$ cat src/rtl/fetch_unit.sv
// Instruction fetch stage: owns the PC, fetches words over a req/ack port into a
// small prefetch queue and presents the queue head (with its PC) to decode/control.
module fetch_unit #(
  parameter logic [31:0] RESET_PC = 32'h0000_0000,
  parameter int          DEPTH    = 2
) (
  input  logic        clk,
  input  logic        rst,
  input  logic        redirect,
  input  logic [31:0] redirect_pc,
  input  logic        stall,
  output logic        imem_req,
  output logic [31:0] imem_addr,
  input  logic        imem_ack,
  input  logic [31:0] imem_rdata,
  output logic        inst_valid,
  output logic [31:0] inst,
  output logic [31:0] inst_pc,
  output logic [6:0]  opcode
);

  localparam int          PW      = $clog2(DEPTH);
  localparam int          CW      = PW + 1;
  localparam logic [31:0] NOP     = 32'h0000_0013;
  localparam logic [CW-1:0] DEPTH_C = CW'(DEPTH);

  typedef enum logic [1:0] {
    IDLE = 2'd0,
    REQ  = 2'd1,
    DROP = 2'd2
  } state_t;

  state_t        state_r, state_s;
  logic [31:0]   fpc_r, fpc_s;
  logic [31:0]   drop_addr_r, drop_addr_s;
  logic [PW-1:0] rd_ptr_r, rd_ptr_s;
  logic [PW-1:0] wr_ptr_r, wr_ptr_s;
  logic [CW-1:0] count_r, count_s;
  logic [31:0]   q_pc_r   [DEPTH];
  logic [31:0]   q_inst_r [DEPTH];

  logic          imem_req_r, req_s;
  logic [31:0]   imem_addr_r, addr_s;
  logic          inst_valid_r, head_valid_s;
  logic [31:0]   inst_r, head_inst_s;
  logic [31:0]   inst_pc_r, head_pc_s;

  logic          pop_s;
  logic          push_s;

  // Next-state, queue bookkeeping and next values of the registered outputs.
  always_comb begin
    pop_s       = inst_valid_r & ~stall & ~redirect;
    push_s      = (state_r == REQ) & imem_ack & ~redirect;
    state_s     = state_r;
    fpc_s       = fpc_r;
    drop_addr_s = drop_addr_r;
    rd_ptr_s    = rd_ptr_r;
    wr_ptr_s    = wr_ptr_r;
    count_s     = count_r;

    if (redirect) begin
      rd_ptr_s = {PW{1'b0}};
      wr_ptr_s = {PW{1'b0}};
      count_s  = {CW{1'b0}};
      fpc_s    = redirect_pc & 32'hFFFF_FFFC;
      // An unacked request must still complete on the bus, so park it in DROP.
      if ((state_r == REQ) && !imem_ack) begin
        state_s     = DROP;
        drop_addr_s = fpc_r;
      end else if ((state_r == DROP) && !imem_ack) begin
        state_s = DROP;
      end else begin
        state_s = REQ;
      end
    end else begin
      count_s = count_r + CW'(push_s) - CW'(pop_s);
      if (pop_s) begin
        rd_ptr_s = rd_ptr_r + PW'(1'b1);
      end else begin
        rd_ptr_s = rd_ptr_r;
      end
      if (push_s) begin
        wr_ptr_s = wr_ptr_r + PW'(1'b1);
        fpc_s    = fpc_r + 32'd4;
      end else begin
        wr_ptr_s = wr_ptr_r;
        fpc_s    = fpc_r;
      end

      case (state_r)
        IDLE: begin
          if (count_s < DEPTH_C) begin
            state_s = REQ;
          end else begin
            state_s = IDLE;
          end
        end
        REQ: begin
          if (imem_ack && !(count_s < DEPTH_C)) begin
            state_s = IDLE;
          end else begin
            state_s = REQ;
          end
        end
        DROP: begin
          if (imem_ack) begin
            state_s = REQ;
          end else begin
            state_s = DROP;
          end
        end
        default: begin
          state_s = IDLE;
        end
      endcase
    end

    req_s = (state_s != IDLE);
    if (state_s == DROP) begin
      addr_s = drop_addr_s;
    end else begin
      addr_s = fpc_s;
    end

    // The new head is the word being pushed when nothing older survives this cycle.
    if (count_s == {CW{1'b0}}) begin
      head_valid_s = 1'b0;
      head_inst_s  = NOP;
      head_pc_s    = 32'h0000_0000;
    end else if (push_s && (count_s == CW'(1))) begin
      head_valid_s = 1'b1;
      head_inst_s  = imem_rdata;
      head_pc_s    = fpc_r;
    end else begin
      head_valid_s = 1'b1;
      head_inst_s  = q_inst_r[rd_ptr_s];
      head_pc_s    = q_pc_r[rd_ptr_s];
    end
  end

  // State, queue storage and registered outputs; reset is synchronous.
  always_ff @(posedge clk) begin
    if (!rst) begin
      state_r      <= IDLE;
      fpc_r        <= RESET_PC;
      drop_addr_r  <= RESET_PC;
      rd_ptr_r     <= {PW{1'b0}};
      wr_ptr_r     <= {PW{1'b0}};
      count_r      <= {CW{1'b0}};
      imem_req_r   <= 1'b0;
      imem_addr_r  <= RESET_PC;
      inst_valid_r <= 1'b0;
      inst_r       <= NOP;
      inst_pc_r    <= 32'h0000_0000;
      for (int i = 0; i < DEPTH; i++) begin
        q_pc_r[i]   <= 32'h0000_0000;
        q_inst_r[i] <= NOP;
      end
    end else begin
      state_r      <= state_s;
      fpc_r        <= fpc_s;
      drop_addr_r  <= drop_addr_s;
      rd_ptr_r     <= rd_ptr_s;
      wr_ptr_r     <= wr_ptr_s;
      count_r      <= count_s;
      imem_req_r   <= req_s;
      imem_addr_r  <= addr_s;
      inst_valid_r <= head_valid_s;
      inst_r       <= head_inst_s;
      inst_pc_r    <= head_pc_s;
      if (push_s) begin
        q_pc_r[wr_ptr_r]   <= fpc_r;
        q_inst_r[wr_ptr_r] <= imem_rdata;
      end
    end
  end

  assign imem_req   = imem_req_r;
  assign imem_addr  = imem_addr_r;
  assign inst_valid = inst_valid_r;
  assign inst       = inst_r;
  assign inst_pc    = inst_pc_r;
  assign opcode     = inst_r[6:0];

endmodule

$ cat config.mk
export PLATFORM = sky130hd
export DESIGN_NAME = fetch_unit
export DESIGN_NICKNAME = d
export VERILOG_FILES = /design/src/rtl/fetch_unit.sv
export SDC_FILE = /design/constraint.sdc
export NUM_CORES = 1
export LEC_CHECK = 0
export ABC_AREA = 0
export CAP_MARGIN = 5
export CORE_MARGIN = 2
export CORE_UTILIZATION = 49
export DETAILED_ROUTE_END_ITERATION = 10
export PLACE_DENSITY_LB_ADDON = 0.1
export RECOVER_POWER = 100
export SLEW_MARGIN = 30
export SYNTH_ARGS = -nofsm -noshare
export SYNTH_HDL_FRONTEND = slang
export SYNTH_SLANG_ARGS = --single-unit
export TNS_END_PERCENT = 5
$ cat constraint.sdc
create_clock -name clk -period 7.55 [get_ports clk]
set_input_delay 2.265 -clock clk [delete_from_list [all_inputs] [get_ports clk]]
set_output_delay 2.265 -clock clk [all_outputs]
set_load 0.03 [all_outputs]
Word level (Yosys, flattened, before mapping)
Memory sizes are Yosys's and may differ from the RTL's.
Index checks and enable logic that the tools add are counted.
W data, S select, Z words.
{ "totals": {"wordCells": 71, "regBits": 168, "rom_bits": 0, "ram_bits": 128, "out_inout_bits": 105, "latch_bits": 0, "mem_count": 2, "inputBits": 69} }
{ "op_classes": {"n_shift": 0, "mux": 28, "bitwise": 7, "div_mod_pow": 0, "n_addsub": 5, "reduce_logical": 13, "magnitude_cmp": 1, "n_mul": 0, "n_eq_ne": 4} }
{ "mem_list": {"columns": ["memory", "words", "width", "read_ports", "rd_clocked_by_memory_dff", "wr", "line", "text"], "rows": [
  ["q_inst_r", 2, 32, 1, 0, 2, "40", "logic [31:0] q_inst_r [DEPTH];"],
  ["q_pc_r", 2, 32, 1, 0, 2, "39", "logic [31:0] q_pc_r [DEPTH];"]
]} }
{ "ops": {"columns": ["operator", "count"], "rows": [
  ["$mux W32", 9],
  ["$reduce_or A32 Y1", 2],
  ["$add A32 B3 Y32 const B", 1],
  ["$mux W1", 13],
  ["$mux W2", 5],
  ["$pmux W2 S3", 1],
  ["$and A1 B1 Y1", 4],
  ["$eq A2 B1 Y1 const B", 2],
  ["$eq A2 B2 Y1 const B", 2],
  ["$logic_and A1 B1 Y1", 4],
  ["$logic_not A2 Y1", 2],
  ["$reduce_or A2 Y1", 2],
  ["$not A1 Y1", 3],
  ["$add A1 B1 Y1 const B", 2],
  ["$add A2 B1 Y2", 1],
  ["$logic_not A1 Y1", 2],
  ["$lt A2 B2 Y1 const B", 1],
  ["$reduce_bool A2 Y1", 1],
  ["$sub A2 B1 Y2", 1]
]} }

Longest topological paths before layout
{ "logic_depth": {"depth_word": 13, "ltp_mapped": 14, "depth_no_buf": 10} }

Worst setup path before layout
Ideal clock, no wire load.
{ "synth_path": {"path_kind": "in2reg", "startpoint": "input port imem_ack", "endpoint": "memory q_inst_r[0][0] (enable)", "path_buffers": 0, "t_arrival_ps": 7041, "t_required_ps": 6976, "stages": 3, "setup_slack_ps": -66, "setup_ps": 574, "cell_sequence": "and3b_1 -> nand2_1 -> o21ai_0"} }
{ "synth_lines": {"columns": ["element", "line", "text"], "rows": [
  ["from (decl)", "14", "input logic imem_ack,"],
  ["to (decl)", "40", null]
]} }

==> flow_metrics.tcl <==
set metrics [dict create \
    status "finished with violations" \
    violations "max-capacitance violations, max-slew violations" \
    ys_async_sr_fraction_pct 0 \
    netlist_area_um2 12300 \
    yosysSeqAreaShare_pct 58.4 \
    die_w_um 163 \
    syn-num-nets 1197 \
    ys_warn_count 0 \
    tns_ns 0 \
    holdWs_ns 0.456 \
    cp-end-kind "flip-flop" \
    area_growth_syn_to_layout_pct 24.0 \
    drtIter0Drc 726 \
    p_sw_uw 838 \
    clockPowerShare_pct 45.0 \
    cts_hold_buffers 0 \
    first_pass_iters 5 \
    ys.flop_type "dfxtp_1" \
    fmax_mhz 157 \
    overflow 0 \
    cts_resized 0 \
    grt_usage_pct 22.7 \
    drt-vias-per-instance 5.53 \
    core_area_um2 25000 \
    diodes 0 \
    clock_sinks 296 \
    cts_root_buf "clkbuf_16" \
    clock_skew_ns 0.0184 \
    worstMarginPinSlew_ns 3.04 \
    fin_nets 1322 \
    crit_buf_inv 3 \
    synth-edff-count 128 \
    row_count 58 \
    routed_wl_um 30000 \
    period_share_pct 84.4 \
    cp_slowest_cell "clkbuf_1" \
    cts_tree "built" \
    critPathRequiredTime_ns 7.91 \
    die_area_um2 26500 \
    cp.arrival_ns 6.73 \
    power.leakage_nw 5.87 \
    pin_count 174 \
    internal_power_mw 2.89 \
    power-per-cell-area_nw_per_um2 243 \
    relSlewSlack_pct -103 \
    vias 8877 \
    drive_gt1_share_pct 7.13 \
    crit_path_max_incr_delay_ns 2.15 \
    swShare_pct 22.5 \
    wire_per_inst_um 18.7 \
    netlist_instances 1125 \
    timing.final.crit_period_ns 6.37 \
    synth_area_per_cell_um2 11.0 \
    dp_hpwl_um 18500 \
    io_buffers 171 \
    slew_viol_final 163 \
    grt_max_degree 65 \
    grt_pass1_vias 8571 \
    cts_buffers 34 \
    rsz0062_at_grt "no" \
    startpoint_type "input pin" \
    insertion_delay_ns 0.50 \
    grt_antenna_before_repair 1 \
    drc 0 \
    seqPwrFrac_pct 47.7 \
    hold_viol 0 \
    path_cells "dlygate4sd3_1 > and3b_1 > clkbuf_1 > and3_2 > clkbuf_1 > and2_2" \
    initial_utilization_pct 49.4 \
    ant_nets 0 \
    path_delay_family "buffers and inverters" \
    setup_viol_count_final 0 \
    path_common_cell "clkbuf_1" \
    holdCritPathClass "reg2reg" \
    path_clk_slew_ns 0.06 \
    synth_cell_type_count 67 \
    combPwrFrac_pct 7.4 \
    ys_ff_latch 296 \
    fp.dieH_um 163 \
    gp_congestion 0.830 \
    cts_setup_buffers 0 \
    grt_pass1_wl_um 47300 \
    worstSetupPathType "in2reg" \
    r2r_slack_ns 3.29 \
    ir_drop_v 0.000202 \
    cap_viol_max_count 4 \
    htreeDepth 2 \
    cp_max_fo 64 \
    cts_max_path_buffers 3 \
]
==> through the flow <==
| step | setup WS [ns] | total power, mW | std cells | utilization (%) | instance area (um^2) |
|---|---|---|---|---|---|
| final | 1.18 | 3.72 | 1606 | 61.3 | 15300 |
| after global routing | 0.851 | 3.85 | 1606 | 61.3 | 15300 |
| after CTS | 1.89 | 3.76 | 1606 | 61.7 | 15400 |
| after detailed placement | 1.39 | 2.09 | 1544 | 57.1 | 14200 |
| after global placement | 1.47 | 2.09 | 1543 | 57.0 | 14200 |
| after floorplan | 1.66 | 1.96 | 1125 | - | 12300 |
==> placed cells by master (no fill, tap or decap), types with 4 or more instances in the layout <==
master | netlist | layout
o31ai_1 | 7 | 7
o21a_1 | 7 | 7
o211a_1 | 6 | 6
o21ai_0 | 35 | 34
buf_4 | 10 | 9
clkdlybuf4s50_1 | 0 | 63
nand2_1 | 67 | 67
nand4_1 | 8 | 8
o31a_1 | 5 | 5
xnor2_1 | 12 | 12
edfxtp_1 | 128 | 128
dlygate4sd3_1 | 0 | 107
a21oi_1 | 47 | 47
and3_1 | 9 | 8
mux2i_1 | 81 | 81
a31oi_1 | 5 | 5
inv_1 | 12 | 12
and2_1 | 123 | 72
or3_1 | 5 | 4
clkbuf_16 | 0 | 37
clkbuf_8 | 0 | 5
xor2_1 | 9 | 9
o32ai_1 | 4 | 4
dfxtp_1 | 168 | 168
nand3_1 | 15 | 15
clkinv_2 | 0 | 7
clkbuf_1 | 65 | 14
and2_0 | 0 | 51
nor3_1 | 14 | 13
nor2_1 | 105 | 104
a211oi_1 | 66 | 66
nor4_1 | 10 | 14
nand2b_1 | 11 | 11
==> synthesized netlist by cell type, types with 8 or more instances <==
library cell / instances / area (um^2)
dfxtp_1: 168 / 3360
edfxtp_1: 128 / 3840
and2_1: 123 / 769
nor2_1: 105 / 394
mux2i_1: 81 / 811
nand2_1: 67 / 251
a211oi_1: 66 / 495
clkbuf_1: 65 / 244
a21oi_1: 47 / 235
o21ai_0: 35 / 175
buf_2: 20 / 100
nand3_1: 15 / 75.1
nor3_1: 14 / 70.1
inv_1: 12 / 45.0
xnor2_1: 12 / 105
nand2b_1: 11 / 68.8
buf_4: 10 / 75.1
nor4_1: 10 / 62.6
and3_1: 9 / 56.3
xor2_1: 9 / 78.8
nand4_1: 8 / 50.1
==> sequential cells by signal, indices dropped and copies added (netlist names), 32 cells and up <==
register     flops
inst_pc         32
imem_addr       32
q_inst_r        64
fpc_r           32
inst            32
q_pc_r          64
drop_addr_r     32
==> kinds of logic (layout without fill, tap and decap cells) <==
family	count (synthesis)	after routing	synth area share [%]
AND/OR/NAND/NOR	396	396	17.2
multiplexers	85	85	6.94
flip-flops	296	296	58.4
XOR/XNOR	21	21	1.49
adder cells (fa/ha/maj)	3	3	0.304
buffers and inverters	114	265	4.06
AO/OA/AOI/OAI	210	210	11.6
==> final cells by class <==
| type | count | area, um^2 |
|---|---|---|
| Clock inverter | 13 | 144 |
| Fill cell | 2103 | 9660 |
| Multi-Input combinational cell | 715 | 4630 |
| Inverter | 13 | 48.8 |
| Tap cell | 330 | 413 |
| Sequential cell | 296 | 7210 |
| Timing Repair Buffer | 190 | 1850 |
| Clock buffer | 49 | 1020 |
==> worst paths after layout <==
check | startpoint | end | depth (start not counted)
max | imem_ack | q_pc_r[1][8]$_SDFFCE_PN0P_ | 6
min | drop_addr_r[25]$_SDFF_PN0_ | drop_addr_r[25]$_SDFF_PN0_ | 2
max reg2reg | state_r[1]$_SDFF_PN0_ | q_pc_r[1][8]$_SDFFCE_PN0P_ | 5
min reg2reg | drop_addr_r[25]$_SDFF_PN0_ | drop_addr_r[25]$_SDFF_PN0_ | 2
==> per-layer routing <==
metal	vias up	track usage (%)	routed length, um
met5	-	0	16
met2	294	38.1	14400
li1	4260	-	-
met1	4272	30.3	13200
met4	2	7.36	769
met3	49	3.67	1590
==> power by group through the flow <==
stage	clock (mW)	combinational (mW)	sequential [mW]
floorplan	0	0.136	1.82
global placement	0	0.280	1.81
detailed placement	0	0.283	1.81
CTS	1.70	0.285	1.77
global route	1.77	0.295	1.78
finish	1.68	0.274	1.77
==> worst min-delay path, cell delays in order (launching register included) <==
cell	delay (ns)
dfxtp_1	0.31
nand2_1	0.05
a21oi_1	0.05
Note: power is estimated with default switching activity, not from simulation.
